--- config.mk ---
export PLATFORM = sky130hd
export DESIGN_NAME = rf_wb_arbiter
export DESIGN_NICKNAME = d
export VERILOG_FILES = /design/src/rtl/rf_wb_arbiter_pkg.sv /design/src/rtl/rf_wb_arbiter.sv
export SDC_FILE = /design/constraint.sdc
export NUM_CORES = 1
export LEC_CHECK = 0
export ABC_AREA = 1
export BUFFER_PORTS_ARGS = -buffer_cell sky130_fd_sc_hd__buf_2
export CAP_MARGIN = 20
export CORE_ASPECT_RATIO = 2
export CORE_UTILIZATION = 41
export CTS_BUF_LIST = sky130_fd_sc_hd__clkbuf_4
export DETAILED_ROUTE_END_ITERATION = 8
export HOLD_SLACK_MARGIN = 0.06
export PLACE_DENSITY = 0.89
export SLEW_MARGIN = 25
export SYNTH_ARGS = -nofsm -noshare
export SYNTH_HDL_FRONTEND = slang
export SYNTH_SLANG_ARGS = --single-unit
export TNS_END_PERCENT = 100
--- constraint.sdc ---
create_clock -name clk -period 1.4 [get_ports clk]
set_clock_uncertainty 0.2 [all_clocks]
set_input_delay 0.42 -clock clk [delete_from_list [all_inputs] [get_ports clk]]
set_output_delay 0.42 -clock clk [all_outputs]
set_load 0.01 [all_outputs]
--- src/rtl/rf_wb_arbiter_pkg.sv ---
// Shared definitions for the register-file writeback arbiter and the
// hazard/forwarding logic that reuses the same register-file widths.
package rf_wb_arbiter_pkg;

    typedef enum logic {
        S_NORM  = 1'b0,
        S_BOOST = 1'b1
    } wb_state_e;

    localparam int RF_AW = 5;
    localparam int RF_DW = 32;

    localparam logic [RF_AW-1:0] REG_ZERO = 5'd0;

endpackage

--- src/rtl/rf_wb_arbiter.sv ---
// Two-requester arbiter for the register file's single write port:
// fixed priority to requester 0 with a starvation boost for requester 1.
module rf_wb_arbiter
    import rf_wb_arbiter_pkg::*;
#(
    parameter int STARVE_MAX = 4,
    parameter int AW         = RF_AW,
    parameter int DW         = RF_DW
) (
    input  logic          clk,
    input  logic          rst,
    input  logic          req0_valid,
    input  logic [AW-1:0] req0_addr,
    input  logic [DW-1:0] req0_data,
    output logic          req0_ready,
    input  logic          req1_valid,
    input  logic [AW-1:0] req1_addr,
    input  logic [DW-1:0] req1_data,
    output logic          req1_ready,
    output logic [AW-1:0] A3,
    output logic [DW-1:0] WD3,
    output logic          WE3,
    output logic          boost
);

    localparam int            CW       = $clog2(STARVE_MAX + 1);
    localparam logic [CW-1:0] CNT_SAT  = CW'(STARVE_MAX);
    localparam logic [CW-1:0] CNT_TRIG = CW'(STARVE_MAX - 1);

    wb_state_e     r_state;
    wb_state_e     w_state_nxt;
    logic [CW-1:0] r_starve_cnt;
    logic [CW-1:0] w_starve_nxt;

    logic          w_gnt0;
    logic          w_gnt1;
    logic          w_gnt_any;
    logic [AW-1:0] w_addr;
    logic [DW-1:0] w_data;
    logic          w_we_nxt;

    logic          r_we;
    logic [AW-1:0] r_a3;
    logic [DW-1:0] r_wd3;

    // Grants are gated by reset so nothing is handshaked while the port is held clear.
    always_comb begin
        w_gnt0 = 1'b0;
        w_gnt1 = 1'b0;
        if (rst) begin
            if (r_state == S_BOOST) begin
                w_gnt1 = req1_valid;
                w_gnt0 = req0_valid && !req1_valid;
            end else begin
                w_gnt0 = req0_valid;
                w_gnt1 = req1_valid && !req0_valid;
            end
        end
    end

    assign w_gnt_any = w_gnt0 || w_gnt1;
    assign w_addr    = w_gnt1 ? req1_addr : req0_addr;
    assign w_data    = w_gnt1 ? req1_data : req0_data;
    assign w_we_nxt  = w_gnt_any && (w_addr != AW'(REG_ZERO));

    always_comb begin
        w_state_nxt  = r_state;
        w_starve_nxt = r_starve_cnt;

        if (!req1_valid || w_gnt1) begin
            w_starve_nxt = '0;
        end else if (r_starve_cnt != CNT_SAT) begin
            w_starve_nxt = r_starve_cnt + 1'b1;
        end

        case (r_state)
            S_NORM: begin
                if (req1_valid && !w_gnt1 && (r_starve_cnt == CNT_TRIG)) begin
                    w_state_nxt = S_BOOST;
                end
            end
            S_BOOST: begin
                if (w_gnt1 || !req1_valid) begin
                    w_state_nxt = S_NORM;
                end
            end
            default: w_state_nxt = S_NORM;
        endcase
    end

    always_ff @(posedge clk or negedge rst) begin
        if (!rst) begin
            r_state      <= S_NORM;
            r_starve_cnt <= '0;
        end else begin
            r_state      <= w_state_nxt;
            r_starve_cnt <= w_starve_nxt;
        end
    end

    // Address/data follow every grant, including $0 writes; only the enable is filtered.
    always_ff @(posedge clk or negedge rst) begin
        if (!rst) begin
            r_we  <= 1'b0;
            r_a3  <= '0;
            r_wd3 <= '0;
        end else begin
            r_we <= w_we_nxt;
            if (w_gnt_any) begin
                r_a3  <= w_addr;
                r_wd3 <= w_data;
            end
        end
    end

    assign req0_ready = w_gnt0;
    assign req1_ready = w_gnt1;
    assign A3         = r_a3;
    assign WD3        = r_wd3;
    assign WE3        = r_we;
    assign boost      = (r_state == S_BOOST);

endmodule

==> impl_metrics.toml, run 1 <==
[critical_path]
path_buf_inv = 3
end_kind = "primary output"
crit_chain = "inv_2, nand2_4, nand2_4, inv_4, buf_6"
r2r_slack_ns = -0.33
crit_end = "req1_ready"
cp-start-kind = "register"
startpoint = "boost$_DFF_PN0_"
cp_max_fo = 4
reg2reg_depth = 10
r2r_end = "WE3$_DFF_PN0_"
cp_top_family = "flip-flops"
cpPeakStageDelay_ns = 0.44
worst-path-stages = 5
worst_ep_arrival_time_ns = 1.15
cp_slowest_cell = "dfrtp_1"
crit_required_ns = 0.78
crit_top_cell = "nand2_4"
reg2reg_from = "boost$_DFF_PN0_"
crit_type = "reg2out"

[place]
place_congestion = 0.821
port_buffers = 118
pre_cts_ws_ns = -0.216
dpl.hpwl_um = 4250
dp_cells = 414

[sta]
max_freq_mhz = 564
rsz0062_at_grt = "true"
relSlewSlack_pct = 74.1
hold_viol = 0
min_period_ns = 1.77
final.period_utilization_pct = 127
drv_slew = 0
setup_viol = 83
fin_ws_ns = -0.373
worstMarginPinSlew_ns = 0.388

[synthesis]
synth_edf_count = 0
ys_types = 19
ys_warn_count = 0
synth_nets = 326
synth_commonest_cells = "nand2_1 (84), dfrtp_1 (42), nor2_1 (37)"
syn_avg_cell_area_um2 = 8.25
syn_inst = 245
yosysMostFrequentCell = "nand2_1"
async_flop_share_pct = 100
synth-seq-cells = 42
syn_area_um2 = 2020
ys_seq_area_share_pct = 52.0
synth_area_leaders = "dfrtp_1 (52%), nand2_1 (16%), a31oi_1 (9.9%)"
synth.largest_area_cell = "dfrtp_1"
synth_top_area_share_pct = 52.0
dominantRegCellSynth = "dfrtp_1"

[detailed_routing]
avgViaCountPerCell = 5.05
totalWireLength_um = 6790
wl_per_cell_um = 14.6
firstDrtPassIters = 4
drt_iter0_drc = 33
post-route-drc-count = 0
ant_nets = 0
vias = 2342

[floorplanning]
die-height_um = 101
die-area_um2 = 5230
num_rows = 35
initial_utilization_pct = 43.2
core-area_um2 = 4690
ios = 119
die_w_um = 51.7

[layout]
nFillCells = 351
stdcell_count = 464
synthToLayoutAreaGrowth_pct = 68.1
finalNetCount = 488
drive_gt1_share_pct = 52.7

[power]
p_comb_share_pct = 35.3
cellPowerDensity_nw_per_um2 = 942
ir_drop_uv = 679
clock_power_share_pct = 18.3
switching_share_pct = 31.7
power_frac_seq_pct = 46.4
leakagePower_nw = 1.76
power.internal_mw = 2.19
p_sw_mw = 1.01

[global_routing]
grt_antenna_before_repair = 1
grt_max_degree = 43
grt_pass1_vias = 2136
grt_pass1_wl_um = 9350
grt.overflow.total = 0
track_usage_pct = 24.4

[clock_tree]
cts_root_buf = "clkbuf_4"
htree_num_levels = 2
numCtsBuffers = 5
path_clk_slew_ns = 0.12
clkLatencyLatePin_ns = 0.35
clk_path_buf_depth = 2
cts.sinks = 42
cts_tree = "built"

[outcome]
violations = "negative setup slack"
status = "finished with violations"

[min_path]
hold_path_startpoint = "req0_data[7]"
holdCritPathClass = "in2reg"
holdPathStages = 3

[job]
timing.max_cap.violations = 0
power groups by stage:
stage               logic (mW)  clock network [mW]  registers, mW
floorplan                0.325                   0           1.57
global placement         0.763                   0           1.49
detailed placement       0.787                   0           1.50
CTS                      0.937               0.600           1.47
global route              1.23               0.651           1.50
finish                    1.13               0.586           1.48
cells in the final DEF, fill, tap and decap left out, drive strengths merged, types with 2 or more instances in the layout:
cell type / n
inv: 14
clkbuf: 8
nand2: 86
ha: 3
buf: 166
clkinv: 2
dfrtp: 42
nor2: 37
a21oi: 3
nand3: 4
a31oi: 32
o21ai: 7
per-layer routing:
layer	track usage [%]	wire length, µm	vias up
met5	0	0	-
met2	44.6	3800	101
met3	3.90	322	31
met4	16.8	381	0
met1	23.9	2290	1086
li1	-	-	1124
how the worst min path moves through the flow:
stage | end | slack, ns
detailed placement | A3[2]$_DFFE_PN0P_ | 0.28
global placement | A3[3]$_DFFE_PN0P_ | 0.27
CTS | WD3[7]$_DFFE_PN0P_ | 0.1
global route | WD3[2]$_DFFE_PN0P_ | 0.09
finish | WD3[7]$_DFFE_PN0P_ | 0.10
floorplan | A3[0]$_DFFE_PN0P_ | -0.08
cell type report:
class                      count  area (µm²)  area share [%]
sequential                    42        1050            30.9
timing repair buffer         170        1230            36.1
tap                           55        68.8            2.03
inverter                      14        55.1            1.62
antenna                        1        2.50          0.0736
clock buffer                   6        45.0            1.33
multi-input combinational    174         940            27.7
clock inverter                 2        8.76           0.258
per-stage QoR:
stage | hold slack (ns) | utilization [%] | instance area (µm²) | total power [mW] | TNS (ns)
global placement | 0.274 | 57.7 | 2700 | 2.25 | -4.83
CTS | 0.0983 | 64.9 | 3040 | 3.01 | -8.90
finish | 0.101 | 72.5 | 3400 | 3.20 | -12.07
global route | 0.0946 | 72.5 | 3400 | 3.38 | -17.09
floorplan | -0.0756 | - | 2040 | 1.90 | -0.0363
detailed placement | 0.280 | 57.7 | 2700 | 2.28 | -6.08
flip-flops by register name, summed over array words and instances (netlist names):
| register | count |
|---|---|
| WD3 | 32 |
| A3 | 5 |
| r_starve_cnt | 3 |
| WE3 | 1 |
| boost | 1 |
what timing repair did:
item,in CTS,in global routing
hold buffers,1,0
endpoints found under the setup margin,57,125
hold endpoints to repair,42,0
gates resized for setup,18,55
cloned,3,2
buffers inserted,17,20
pin swaps,3,36
worst register-to-register path, cell delays in order (launching register included):
cell and delay [ns]:
dfrtp_1 0.43, inv_2 0.06, nand2_4 0.07, nand2_4 0.06, buf_4 0.14, buf_8 0.14
clkbuf_16 0.16, o21ai_4 0.15, nand2_1 0.08, nor2_1 0.09, nor2_1 0.04
kinds of logic (layout without fill, tap and decap cells):
group	Yosys count	after routing	synth area share, %
AND/OR/NAND/NOR	128	128	24.7
AO/OA/AOI/OAI	42	42	12.7
flip-flops	42	42	52.0
buffers and inverters	29	192	8.29
adder cells (fa/ha/maj)	3	3	1.86
XOR/XNOR	1	1	0.433
other	0	1	0
(Power assumes the default switching activity.)
==> inputs of run 2 (changes only) <==
==> constraint.sdc (replaced) <==
create_clock -name clk -period 1.4 [get_ports clk]
set_clock_uncertainty 0.2 [all_clocks]
set_input_delay 0.07 -clock clk [delete_from_list [all_inputs] [get_ports clk]]
set_output_delay 0.07 -clock clk [all_outputs]
set_load 0.01 [all_outputs]
==> run 2 against run 1 <==
First-iteration DRC count rose by 130%. Highest routed layer unchanged. Final area is 13% higher. The run still ends with negative setup slack left. Cell count up 8.8%. Register-to-register slack improved by 0.24 ns. Die area is the same. Core utilization increased by 9.6 points. Worst setup slack gained 0.24 ns. Critical path type unchanged. Critical path depth is 1 higher. Count of clock-buffer cells in the layout shrank 1.
==> impl_metrics.toml, run 2 (synthesis results as in run 1) <==
[detailed_routing]
drt_iter0_drc = 76
post-route-drc-count = 0
vias = 2645
wl_per_cell_um = 16.7
firstDrtPassIters = 5
avgViaCountPerCell = 5.24
totalWireLength_um = 8420
ant_nets = 0

[sta]
setup_viol = 36
rsz0062_at_grt = "true"
fin_ws_ns = -0.133
final.period_utilization_pct = 110
hold_ws_ns = 0.0960
hold_viol = 0
drv_slew = 0
relSlewSlack_pct = 65.2
min_period_ns = 1.53
worstMarginPinSlew_ns = 0.522
max_freq_mhz = 652

[layout]
finalNetCount = 530
nFillCells = 257
n_antenna_cell = 0
multiInputGateArea_um2 = 935
largest_reg_flops = 32
synthToLayoutAreaGrowth_pct = 90.4
drive_gt1_share_pct = 40.2
design_area_um2 = 3850
most-common-layout-cells = "buf_2 (117), dlygate4sd3_1 (76), nand2_1 (64)"
final_common_cell = "buf_2"
register_area_um2 = 1050

[power]
leakagePower_nw = 1.90
ir_drop_uv = 1020
cellPowerDensity_nw_per_um2 = 921
finalPower_mw = 3.55

[critical_path]
cp-start-kind = "register"
cp_slowest_cell = "dfrtp_1"
end_kind = "primary output"
cp_top_family = "flip-flops"
cpPeakStageDelay_ns = 0.42
crit_top_cell = "nand2_4"
worst_ep_arrival_time_ns = 1.26
crit_required_ns = 1.13
path_buf_inv = 4
crit_type = "reg2out"
cp_max_fo = 3
crit_chain = "inv_2, nand2_4, nand2_4, inv_4, buf_12, buf_6"

[place]
pre_cts_ws_ns = -0.0134
port_buffers = 118
place_congestion = 0.831
dpl.hpwl_um = 4250
placed_cell_area_um2 = 2690

[job]
timing.max_cap.violations = 0

[global_routing]
grt_antenna_before_repair = 0
track_usage_pct = 30.9
grt_pass1_vias = 2691
grt.overflow.total = 0
grt_max_degree = 43
grt_pass1_wl_um = 11900

[floorplanning]
die-height_um = 101
die-area_um2 = 5230
core-area_um2 = 4690
num_rows = 35
die_w_um = 51.7
initial_utilization_pct = 43.2
ios = 119

[clock_tree]
clk_path_buf_depth = 2
cts_root_buf = "clkbuf_4"
cts.sinks = 42
clkLatencyLatePin_ns = 0.35
cts_tree = "built"
htree_num_levels = 2
path_clk_slew_ns = 0.12
numCtsBuffers = 5

[min_path]
holdCritPathClass = "in2reg"

[outcome]
status = "finished with violations"
violations = "negative setup slack"
[run 2: cell type report]
| class | count | share of cell area, % |
|---|---|---|
| well taps | 55 | 1.79 |
| clock buffers | 5 | 0.975 |
| clock inverters | 3 | 1.66 |
| inverters | 14 | 1.43 |
| repair buffers | 212 | 42.6 |
| multi-input cells | 174 | 24.3 |
| flip-flops and latches | 42 | 27.3 |
[run 2: metal layers]
layer | GRT usage, % | wire length, µm | vias up
li1 | - | - | 1200
met1 | 27.6 | 2690 | 1252
met2 | 57.6 | 4790 | 141
met3 | 6.61 | 401 | 52
met4 | 22.2 | 539 | 0
met5 | 0 | 0 | -
[run 2: path summary, 6_finish.rpt]
| check | from | end | slack [ns] | cells after the start |
|---|---|---|---|---|
| max in group asynchronous | rst | WD3[1]$_DFFE_PN0P_ | 0.50 | 3 |
| setup / recovery | boost$_DFF_PN0_ | req1_ready | -0.13 | 6 |
| hold reg to reg | A3[0]$_DFFE_PN0P_ | A3[0]$_DFFE_PN0P_ | 0.31 | 2 |
| hold / removal | req0_valid | A3[4]$_DFFE_PN0P_ | 0.1 | 6 |
| setup reg to reg | boost$_DFF_PN0_ | WD3[22]$_DFFE_PN0P_ | -0.09 | 8 |
| min in group asynchronous | rst | r_starve_cnt[2]$_DFFE_PN0P_ | 0.14 | 3 |
[run 2: worst min-delay path, cell delays in order]
cell and delay (ns):
buf_2 0.13, nand2_4 0.08, buf_4 0.11, nand3_1 0.07
nand2_1 0.08, o21ai_0 0.08
[run 2: through the flow]
step	utilization, %	std cells	setup TNS, ns
after CTS	76.9	501	-2.60
after global placement	57.5	413	0
after global routing	82.2	505	-4.35
final	82.2	505	-1.62
after floorplan	-	245	0
after detailed placement	57.5	413	-0.0134
[run 2: repair_timing]
action | in CTS | in global routing
hold buffers | 76 | 0
setup buffers | 4 | 1
pin swaps | 3 | 23
gates cloned | 0 | 4
setup endpoints to repair | 4 | 44
resized for setup | 4 | 43
endpoints found under the hold margin | 84 | 0
[run 2: report_power, final]
part	total (mW)	switching [mW]	internal (mW)
clock	0.949	0.399	0.550
combinational	1.10	0.549	0.556
sequential	1.49	0.110	1.38
==> inputs of run 3 (changes only) <==
--- a/config.mk
+++ b/config.mk
@@ -8,7 +8,7 @@
 export ABC_AREA = 1
 export BUFFER_PORTS_ARGS = -buffer_cell sky130_fd_sc_hd__buf_2
 export CAP_MARGIN = 20
-export CORE_ASPECT_RATIO = 2
+export CORE_ASPECT_RATIO = 0.75
 export CORE_UTILIZATION = 41
 export CTS_BUF_LIST = sky130_fd_sc_hd__clkbuf_4
 export DETAILED_ROUTE_END_ITERATION = 8
==> run 3 against run 2 <==
Critical endpoint unchanged. Register-to-register slack improved by 0.02 ns. The flow still finishes with violations (negative setup slack). Worst setup slack improved by 0.051 ns. Critical path type unchanged. Sequential power about the same.
==> impl_metrics.toml, run 3 (synthesis results as in run 1) <==
[critical_path]
r2r_slack_ns = -0.07
cp_max_fo = 3
crit_chain = "inv_2, nand2_4, nand2_8, inv_4, buf_12, buf_6"
cp_slowest_cell = "dfrtp_1"
cp-start-kind = "register"
crit_type = "reg2out"
worst_ep_arrival_time_ns = 1.21
cpPeakStageDelay_ns = 0.40
crit_required_ns = 1.13
end_kind = "primary output"

[clock_tree]
numCtsBuffers = 5
cts_root_buf = "clkbuf_4"
path_clk_slew_ns = 0.12
cts.sinks = 42
clkLatencyLatePin_ns = 0.34
cts_tree = "built"
htree_num_levels = 2
clk_path_buf_depth = 2

[layout]
drive_gt1_share_pct = 33.3
n_antenna_cell = 0
stdcell_count = 502
final_common_cell = "buf_2"
most-common-layout-cells = "buf_2 (117), nand2_1 (83), dlygate4sd3_1 (76)"
synthToLayoutAreaGrowth_pct = 75.7
largest_reg_flops = 32
finalNetCount = 525

[sta]
rsz0062_at_grt = "true"
drv_slew = 0
hold_ws_ns = 0.104
hold_viol = 0
max_freq_mhz = 675
min_period_ns = 1.48
final.setup.tns_ns = -0.663
worstMarginPinSlew_ns = 0.328
setup_viol = 22
relSlewSlack_pct = 78.2
fin_ws_ns = -0.0819
final.period_utilization_pct = 106

[outcome]
status = "finished with violations"
violations = "negative setup slack"

[floorplanning]
die-height_um = 62.8
die_w_um = 83.1
core-area_um2 = 4600
initial_utilization_pct = 44.0
die-area_um2 = 5220
ios = 119
num_rows = 21

[detailed_routing]
highest_layer = "met4"
totalWireLength_um = 7410
avgViaCountPerCell = 5.04
ant_nets = 0
firstDrtPassIters = 4
drt_iter0_drc = 197
wl_met2_um = 3620
wl_per_cell_um = 14.8
wl_met1_um = 2940
vias = 2532
post-route-drc-count = 0
wl_met3_um = 520

[power]
leakagePower_nw = 1.79
ir_drop_uv = 541
cellPowerDensity_nw_per_um2 = 861

[global_routing]
grt_pass1_vias = 2611
grt.overflow.total = 0
track_usage_pct = 29.7
grt_antenna_before_repair = 0
grt_pass1_wl_um = 12300
grt_max_degree = 35

[place]
dpl.hpwl_um = 3800
dp_cells = 415
place_congestion = 0.813
port_buffers = 118

[job]
timing.max_cap.violations = 0

[min_path]
holdCritPathClass = "in2reg"
run 3: path summary, 6_finish.rpt:
| path | start | end | depth (start not counted) |
|---|---|---|---|
| worst max-delay path | boost$_DFF_PN0_ | req1_ready | 6 |
| max in group asynchronous | rst | WD3[24]$_DFFE_PN0P_ | 3 |
| min in group asynchronous | rst | WD3[8]$_DFFE_PN0P_ | 3 |
| worst max register to register | boost$_DFF_PN0_ | WD3[28]$_DFFE_PN0P_ | 7 |
| worst min-delay path | req0_valid | A3[4]$_DFFE_PN0P_ | 6 |
| worst min register to register | A3[1]$_DFFE_PN0P_ | A3[1]$_DFFE_PN0P_ | 2 |
run 3: per-layer routing:
layer / vias to the layer above / global-route usage [%]
met3: 35 / 7.27
met5: - / 0
met2: 150 / 52.9
met1: 1154 / 33.3
met4: 0 / 14.9
li1: 1193 / -
run 3: power breakdown:
part	total (mW)	switching [mW]	internal [mW]
clock	0.603	0.394	0.209
sequential	1.48	0.100	1.38
combinational	0.974	0.480	0.494
run 3: worst max-delay path, delay by kind of cell, from the launching register on:
| family | cells | cell delay (ns) |
|---|---|---|
| flip-flops | 1 | 0.40 |
| AND/OR/NAND/NOR | 2 | 0.13 |
| buffers and inverters | 4 | 0.34 |
run 3: repair_timing:
item	in CTS	in global routing
endpoints found under the setup margin	30	36
setup buffers	5	0
hold buffers	76	0
gates cloned	0	0
endpoints found under the hold margin	84	0
pin swaps	2	4
gates resized for setup	6	4
run 3: per-stage QoR:
step	cell area [µm²]	total power, mW	utilization (%)	worst slack, ns
after floorplan	2020	1.89	-	0.0105
after detailed placement	2670	2.26	58.1	-0.0667
after CTS	3540	3.02	77.0	-0.108
after global placement	2670	2.23	58.1	0.00938
final	3550	3.06	77.3	-0.0819
after global routing	3550	3.25	77.3	-0.146
run 3: layout make-up:
cell class,count,area [µm²]
tap,57,71.3
inverter,14,55.1
clock buffer,6,45.0
sequential,42,1050
multi-input combinational,174,827
timing repair buffer,207,1500
clock inverter,2,8.76
fill,323,1040
